<file path="src/rtl/m_digest_serializer.sv">
// Streams a captured 256-bit digest to a byte-wide UART transmitter, either as
// raw bytes or as lowercase ASCII hex, with an optional CR/LF trailer.
module m_digest_serializer #(
  parameter int P_ASCII   = 0,
  parameter int P_NEWLINE = 0
) (
  input  logic         i_clk,
  input  logic         i_rst,
  input  logic         i_hash_done,
  input  logic [255:0] i_digest,
  input  logic         i_tx_busy,
  output logic [7:0]   o_tx_data,
  output logic         o_tx_start,
  output logic         o_busy,
  output logic         o_done
);

  localparam int         N_BODY   = (P_ASCII != 0) ? 64 : 32;
  localparam int         N_CHARS  = N_BODY + ((P_NEWLINE != 0) ? 2 : 0);
  localparam logic [6:0] BODY_IDX = 7'(N_BODY);
  localparam logic [6:0] LAST_IDX = 7'(N_CHARS - 1);

  typedef enum logic [2:0] {
    IDLE,
    START,
    ACK,
    DRAIN,
    DONE
  } state_t;

  state_t       state_reg, state_next;
  logic [255:0] hold_reg, hold_next;
  logic [6:0]   cnt_reg, cnt_next;
  logic [7:0]   tx_data_reg, tx_data_next;
  logic         tx_start_reg, tx_start_next;
  logic         busy_reg, busy_next;
  logic         done_reg, done_next;
  logic         hd_cur_reg, hd_prev_reg;
  logic         hd_rise;

  logic [7:0]   digest_byte [32];
  logic [4:0]   byte_idx;
  logic [7:0]   sel_byte;
  logic [3:0]   sel_nibble;
  logic [7:0]   cur_char;

  // Byte 0 is the most significant byte of the held digest.
  for (genvar gi = 0; gi < 32; gi++) begin : g_bytes
    assign digest_byte[gi] = hold_reg[255-8*gi -: 8];
  end

  function automatic logic [7:0] hex_char(input logic [3:0] n);
    return (n < 4'd10) ? (8'h30 + {4'h0, n}) : (8'h57 + {4'h0, n});
  endfunction

  // Two-stage history: the rise is seen one clock after the level is sampled.
  assign hd_rise = hd_cur_reg & ~hd_prev_reg;

  always_comb begin
    byte_idx   = (P_ASCII != 0) ? cnt_reg[5:1] : cnt_reg[4:0];
    sel_byte   = digest_byte[byte_idx];
    sel_nibble = cnt_reg[0] ? sel_byte[3:0] : sel_byte[7:4];
    cur_char   = sel_byte;
    if (cnt_reg == BODY_IDX) begin
      cur_char = 8'h0D;
    end else if (cnt_reg == BODY_IDX + 7'd1) begin
      cur_char = 8'h0A;
    end else if (P_ASCII != 0) begin
      cur_char = hex_char(sel_nibble);
    end
  end

  always_comb begin
    state_next    = state_reg;
    hold_next     = hold_reg;
    cnt_next      = cnt_reg;
    tx_data_next  = tx_data_reg;
    tx_start_next = 1'b0;
    case (state_reg)
      IDLE: begin
        if (hd_rise) begin
          hold_next  = i_digest;
          cnt_next   = 7'd0;
          state_next = START;
        end
      end
      START: begin
        if (!i_tx_busy) begin
          tx_data_next  = cur_char;
          tx_start_next = 1'b1;
          state_next    = ACK;
        end
      end
      ACK: begin
        if (i_tx_busy) state_next = DRAIN;
      end
      DRAIN: begin
        if (!i_tx_busy) begin
          cnt_next   = cnt_reg + 7'd1;
          state_next = (cnt_reg == LAST_IDX) ? DONE : START;
        end
      end
      DONE:    state_next = IDLE;
      default: state_next = IDLE;
    endcase
    busy_next = (state_next != IDLE);
    done_next = (state_next == DONE);
  end

  always_ff @(posedge i_clk) begin
    if (!i_rst) begin
      state_reg    <= IDLE;
      hold_reg     <= '0;
      cnt_reg      <= 7'd0;
      tx_data_reg  <= 8'h00;
      tx_start_reg <= 1'b0;
      busy_reg     <= 1'b0;
      done_reg     <= 1'b0;
      hd_cur_reg   <= 1'b0;
      hd_prev_reg  <= 1'b0;
    end else begin
      state_reg    <= state_next;
      hold_reg     <= hold_next;
      cnt_reg      <= cnt_next;
      tx_data_reg  <= tx_data_next;
      tx_start_reg <= tx_start_next;
      busy_reg     <= busy_next;
      done_reg     <= done_next;
      hd_cur_reg   <= i_hash_done;
      hd_prev_reg  <= hd_cur_reg;
    end
  end

  assign o_tx_data  = tx_data_reg;
  assign o_tx_start = tx_start_reg;
  assign o_busy     = busy_reg;
  assign o_done     = done_reg;

endmodule

</file>
<file path="config.mk">
export PLATFORM = sky130hd
export DESIGN_NAME = m_digest_serializer
export DESIGN_NICKNAME = d
export VERILOG_FILES = /design/src/rtl/m_digest_serializer.sv
export SDC_FILE = /design/constraint.sdc
export NUM_CORES = 1
export LEC_CHECK = 0
export CAP_MARGIN = 20
export CORE_MARGIN = 3
export CORE_UTILIZATION = 65
export DETAILED_ROUTE_END_ITERATION = 8
export DONT_BUFFER_PORTS = 1
export GPL_TIMING_DRIVEN = 1
export PLACE_DENSITY = 0.81
export SYNTH_ARGS = -nofsm -noshare
export SYNTH_HDL_FRONTEND = slang
export SYNTH_SLANG_ARGS = --single-unit
</file>
<file path="constraint.sdc">
create_clock -name i_clk -period 3.9 [get_ports i_clk]
set_input_delay 0.195 -clock i_clk [delete_from_list [all_inputs] [get_ports i_clk]]
set_output_delay 0.195 -clock i_clk [all_outputs]
set_load 0.02 [all_outputs]
</file>
======== Yosys cells after proc, flatten, opt, wreduce, memory -nomap -nowiden ========
Cells that the tools add are included.
operators by class
  add/sub/neg operators ................... 1
  equality and inequality tests ........... 9
  reduce and logical (&&, ||, !) cells .... 7
  bitwise gates (word level) .............. 4
  $lt $le $gt $ge ......................... 1
  multiplexer cells ....................... 15
operators by type and width
  cell                   number
  $bmux W8 S5            1
  $mux W8                4
  $mux W3                5
  $eq A7 B6 Y1 const B   2
  $mux W7                2
  $pmux W7 S2            1
  $pmux W3 S4            1
  $add A7 B1 Y7 const B  1
  $eq A7 B5 Y1 const B   1
  $eq A3 B2 Y1 const B   2
  $ge A6 B6 Y1 const B   1
  $not A5 Y6             1
  $reduce_and A2 Y1      3
  $ne A2 B2 Y1 const B   2
  $eq A3 B1 Y1 const B   1
  $eq A3 B3 Y1 const B   1
  $logic_not A3 Y1       1
  $reduce_and A3 Y1      1
  $reduce_bool A3 Y1     1
  $not A1 Y1             2
  $reduce_bool A2 Y1     1
  $and A1 B1 Y1          1
  $mux W1                1
word-level totals
  bits of input ports ..................... 260
  register bits after elaboration ......... 279
  output and inout bits ................... 11
  word-level logic and storage cells ...... 46

======== Longest topological paths before layout ========
  word-level depth ........................ 6
  mapped depth ............................ 9
  gate-level depth less buffers ........... 6

======== Worst setup path before layout ========
OpenSTA, ideal clock, no wires.
  kind .................................... register to register
  from .................................... register cnt_reg[0]
  to ...................................... register tx_data_reg[4] (netlist: o_tx_data[4])
  arrival ................................. 1.806 ns
  slack ................................... 1.976 ns
  library setup time ...................... 0.117 ns
  buffers on the path ..................... 4
  clock period less this slack ............ 1.924 ns
  data required time ...................... 3.783 ns
  stages on the path, launching flop included .. 9
  cell sequence ........................... dfxtp_1 > buf_6 > buf_8 > buf_6 > buf_6 > mux2_2 > a221oi_1 > nand3_1 > a32o_1
on the way
  word-level cells in the longest chain between the ends .. 6
  elaborated cells on any way between the ends .. 8
  classes of those cells .................. 2 x eq/ne; 5 x mux; 1 x bitwise
RTL lines
  item                                         line  text
  start: declaration                           33    logic [6:0] cnt_reg, cnt_next;
  start signal: assignment                     124   cnt_reg <= cnt_next;
  $not A5 Y6 (implied by the code)             61    sel_byte = digest_byte[byte_idx];
  $bmux W8 S5                                  61
  $mux W8 (implied by the code) (2 in series)  61
  $mux W8                                      66    end else if (cnt_reg == BODY_IDX + 7'd1) begin
  $mux W8 (*)                                  64    if (cnt_reg == BODY_IDX) begin
  end signal: assignment                       125   tx_data_reg <= tx_data_next;
  end: declaration                             34    logic [7:0] tx_data_reg, tx_data_next;
Every way passes the cells marked *; elsewhere a longest branch is shown, timed or not. The select of a mux whose other input is x is not followed.
A chain may end at the register's enable or synchronous reset.

======== Final worst setup path ========
  from .................................... register state_reg[2]
  to ...................................... register hold_reg[140] (netlist: digest_byte[140])
on the way
  word-level cells in the longest chain between the ends .. 2
RTL lines
  item                         line  text
  start: declaration           31    state_t state_reg, state_next;
  start signal: assignment     122   state_reg <= state_next;
  $logic_not A3 Y1             79    case (state_reg)
  $reduce_and A2 Y1 (no line)  --
  end signal: assignment       123   hold_reg <= hold_next;
  end: declaration             32    logic [255:0] hold_reg, hold_next;
Every way passes these cells.

==> summary.txt <==
Global route
  – Vias in the first global route: about 12,000
  – Gr ovfl total: 0
  – Global-route wire length before repair: ~66,000 µm
  – GR Util All Layers: between 40% and 50%
  – Largest net degree at the start of global routing: 221
  – Initial antenna violation count: 6

Synth
  – Gate Count Post-Synth: approximately 1,400
  – Yosys reg bits: 279
  – Syn. warnings: 0
  – Yosys cell types: 51
  – Syn avg cell area: ~8.9 µm²
  – Cell Area, Synth: 12,400 µm²
  – Number of synthesized flops with an enable pin: 0
  – Synth Flop Type: dfxtp_1
  – Post-synthesis sequential area ratio: between 40% and 50%
  – Async SR Flop Fraction: 0%
  – Synth Net Count: 1,655

Timing
  – Smallest hold slack: between 0.1 and 0.15 ns
  – Worst-margin pin slew: 0.971 ns
  – Final setup fails: 0
  – Slew Limit Fails: 0
  – Worst slew margin: about a third
  – Minimum clock period: about 2.8 ns
  – Unrepaired setup endpoints after global routing: false
  – F_max: ~360 MHz
  – Slack of the critical path: around 1.1 ns
  – Setup TNS: 0 ns
  – Final Hold Fails: 0
  – Clock Skew: 0.0118 ns
  – Final worst-path cycle share: 71.0%

Power and ir drop
  – Tot Pwr: 6.72 mW
  – Lkg Pwr: approximately 5.9 nW
  – Worst IR Drop VDD: between 0.0003 and 0.0004 V
  – Pwr/cell area: roughly 400 nW/µm²

CTS
  – Clock Sinks: roughly 280
  – Clk root buf: clkbuf_16
  – CTS buffer count: 29
  – Clk_lat worst skew: roughly 0.56 ns
  – Clock tree buffer depth: 3
  – H-tree depth: 1
  – CTS clock-pin slew for the worst setup and hold paths: around 0.070 ns
  – CTS tree: yes
  – Postcts setup bufs: 0

Critical path
  – R2R depth: 6
  – Critical Path Start: state_reg[2]$_SDFF_PN0_
  – CP Launch Type: register
  – R2R Path Start: state_reg[2]$_SDFF_PN0_
  – Arr. time, crit path: approximately 3.3 ns
  – CP required: ~4.4 ns
  – CP Capture Type: register
  – Crit Path Class: reg -> reg
  – Worst-path maximum fanout: 70

Route
  – Vias: 11,900
  – Router iterations before antenna repair: 7
  – Detailed Route WL: between 40,000 and 50,000 µm
  – Number of routed nets with antenna violations: 0
  – Wire per inst: ~24 µm
  – Number of vias per cell: around 6.3
  – Drt initial violations: roughly 1,200
  – DRC viols: 0

Placed design
  – Post-detail-place hpwl: ~22,000 µm
  – Pre-CTS setup slack: between 1 and 1.5 ns
  – Port Buffers: 0
  – Placer Congestion: approximately 0.98
  – DP Area: around 12,000 µm²
  – Cell Count Post-Placement: around 1,500

Finish
  – Share of cells above drive strength 1: under 10%
  – Design Area, Final: ~16,000 µm²
  – Fillers: ~780
  – Count of non-filler cells in the finished layout: around 1,900
  – Fin util: 89.2%
  – Synth-to-layout area growth: 31.8%
  – Max reg flops: 256
  – Layout Nets: 1,890

Floorplanning
  – Die H: roughly 140 µm
  – FP Rows: 49
  – Initial Util: 67.7%
  – Core Box Area: 18,300 µm²
  – Die X: ~140 µm
  – Die Area: 20,800 µm²
  – Io pins: 271

Run status
  – Status: completed

Flow run
  – Max-Cap Viols: 0

Worst hold path
  – Hold path depth: 2
  – HP Class: in -> reg
  – Hold path start: i_rst
## kinds of logic after synthesis
kind of cell / Yosys count / synth area share (%)
AOI/OAI and AO/OA: 313 / 18.9
and+or+nand+nor: 596 / 19.0
adders and majority gates: 3 / 0.303
DFF: 279 / 45.0
muxes: 78 / 11.8
buffers and inverters: 117 / 4.52
xor gates and xnor gates: 6 / 0.424
## placed cells by master, fill, tap and decap left out, types with 3 or more instances in the layout
cell type / Yosys / routed
buf_4: 4 / 7
nor2b_1: 6 / 6
a32o_1: 3 / 3
a2111oi_0: 3 / 3
nand4_1: 4 / 4
nor2_1: 16 / 15
mux2i_1: 10 / 10
nand2_1: 533 / 533
nand3_1: 5 / 5
a221oi_1: 8 / 8
clkinv_2: 0 / 8
clkbuf_1: 56 / 6
a21boi_0: 251 / 251
mux2_2: 16 / 16
dfxtp_1: 279 / 277
mux4_1: 4 / 4
nand2b_1: 3 / 3
ha_1: 3 / 3
diode_2: 0 / 6
a21oi_1: 5 / 5
o21ai_0: 8 / 8
dlygate4sd3_1: 0 / 307
and2_1: 9 / 9
and3_1: 8 / 8
o211ai_1: 3 / 3
nor4_1: 3 / 3
o221ai_1: 4 / 4
a22oi_1: 10 / 10
a21boi_1: 5 / 5
xor2_1: 4 / 4
clkbuf_16: 0 / 29
inv_1: 4 / 4
bufinv_16: 0 / 4
mux4_2: 48 / 48
## per-layer routing
| metal | up-vias | wire (µm) | GRT usage (%) |
|---|---|---|---|
| li1 | 5191 | - | - |
| met1 | 5599 | 14600 | 45.4 |
| met2 | 872 | 21900 | 72.1 |
| met3 | 269 | 4370 | 9.23 |
| met4 | 0 | 3440 | 26.2 |
| met5 | - | 0 | 0 |
## cell type report
| cell class | count | area (µm²) | area share [%] |
|---|---|---|---|
| diodes | 6 | 15.0 | 0.0918 |
| clock buffers | 37 | 776 | 4.74 |
| clock inverters | 16 | 201 | 1.23 |
| inverters | 4 | 15.0 | 0.0918 |
| multi-input cells | 996 | 6270 | 38.4 |
| flip-flops and latches | 279 | 5590 | 34.2 |
| well taps | 229 | 287 | 1.75 |
| repair buffers | 317 | 3190 | 19.5 |
## where the power goes
group | internal, mW | switching (mW) | total, mW
Clock | 1.68 | 1.21 | 2.89
Sequential | 2.99 | 0.105 | 3.09
Combinational | 0.377 | 0.357 | 0.734
Total | 5.04 | 1.67 | 6.72
## Yosys cell counts, types with 3 or more instances
| cell type | count | area [µm²] |
|---|---|---|
| nand2_1 | 533 | 2000 |
| a21boi_0 | 251 | 1880 |
| ha_1 | 3 | 37.5 |
| nor2b_1 | 6 | 37.5 |
| buf_2 | 45 | 225 |
| mux4_1 | 4 | 105 |
| and2_1 | 9 | 56.3 |
| mux4_2 | 48 | 1080 |
| mux2i_1 | 10 | 100 |
| a22oi_1 | 10 | 75.1 |
| and3_1 | 8 | 50.1 |
| a221oi_1 | 8 | 70.1 |
| mux2_2 | 16 | 180 |
| a21oi_1 | 5 | 25.0 |
| buf_6 | 5 | 56.3 |
| nand4_1 | 4 | 25.0 |
| dfxtp_1 | 279 | 5590 |
| clkbuf_1 | 56 | 210 |
| inv_1 | 4 | 15.0 |
| nor4_1 | 3 | 18.8 |
| nor2_1 | 16 | 60.1 |
| o21ai_0 | 8 | 40.0 |
| nand2b_1 | 3 | 18.8 |
| o221ai_1 | 4 | 35.0 |
| buf_4 | 4 | 30.0 |
| o211ai_1 | 3 | 22.5 |
| nand3_1 | 5 | 25.0 |
| a32o_1 | 3 | 30.0 |
| a21boi_1 | 5 | 37.5 |
| a2111oi_0 | 3 | 26.3 |
| xor2_1 | 4 | 35.0 |
## worst max-delay path: stages, from the launching register on
cell and delay (ns):
dfxtp_1 0.38, or3_1 0.48, nor2_4 0.16, buf_4 0.55, nand2_1 0.21, a21boi_0 0.29
dlygate4sd3_1 0.59
## timing repair
item | CTS | global route
hold endpoints to repair | 275 | 0
hold buffers | 308 | 0
gates resized for setup | 0 | 0
## path summary, 6_finish.rpt
path / slack (ns) / to
setup / recovery: 1.13 / digest_byte[140]$_SDFFE_PN0P_
hold reg to reg: 0.46 / digest_byte[105]$_SDFFE_PN0P_
setup reg to reg: 1.13 / digest_byte[140]$_SDFFE_PN0P_
hold / removal: 0.13 / o_tx_data[6]$_SDFFE_PN0P_
Power figures use the tool's default switching activity.
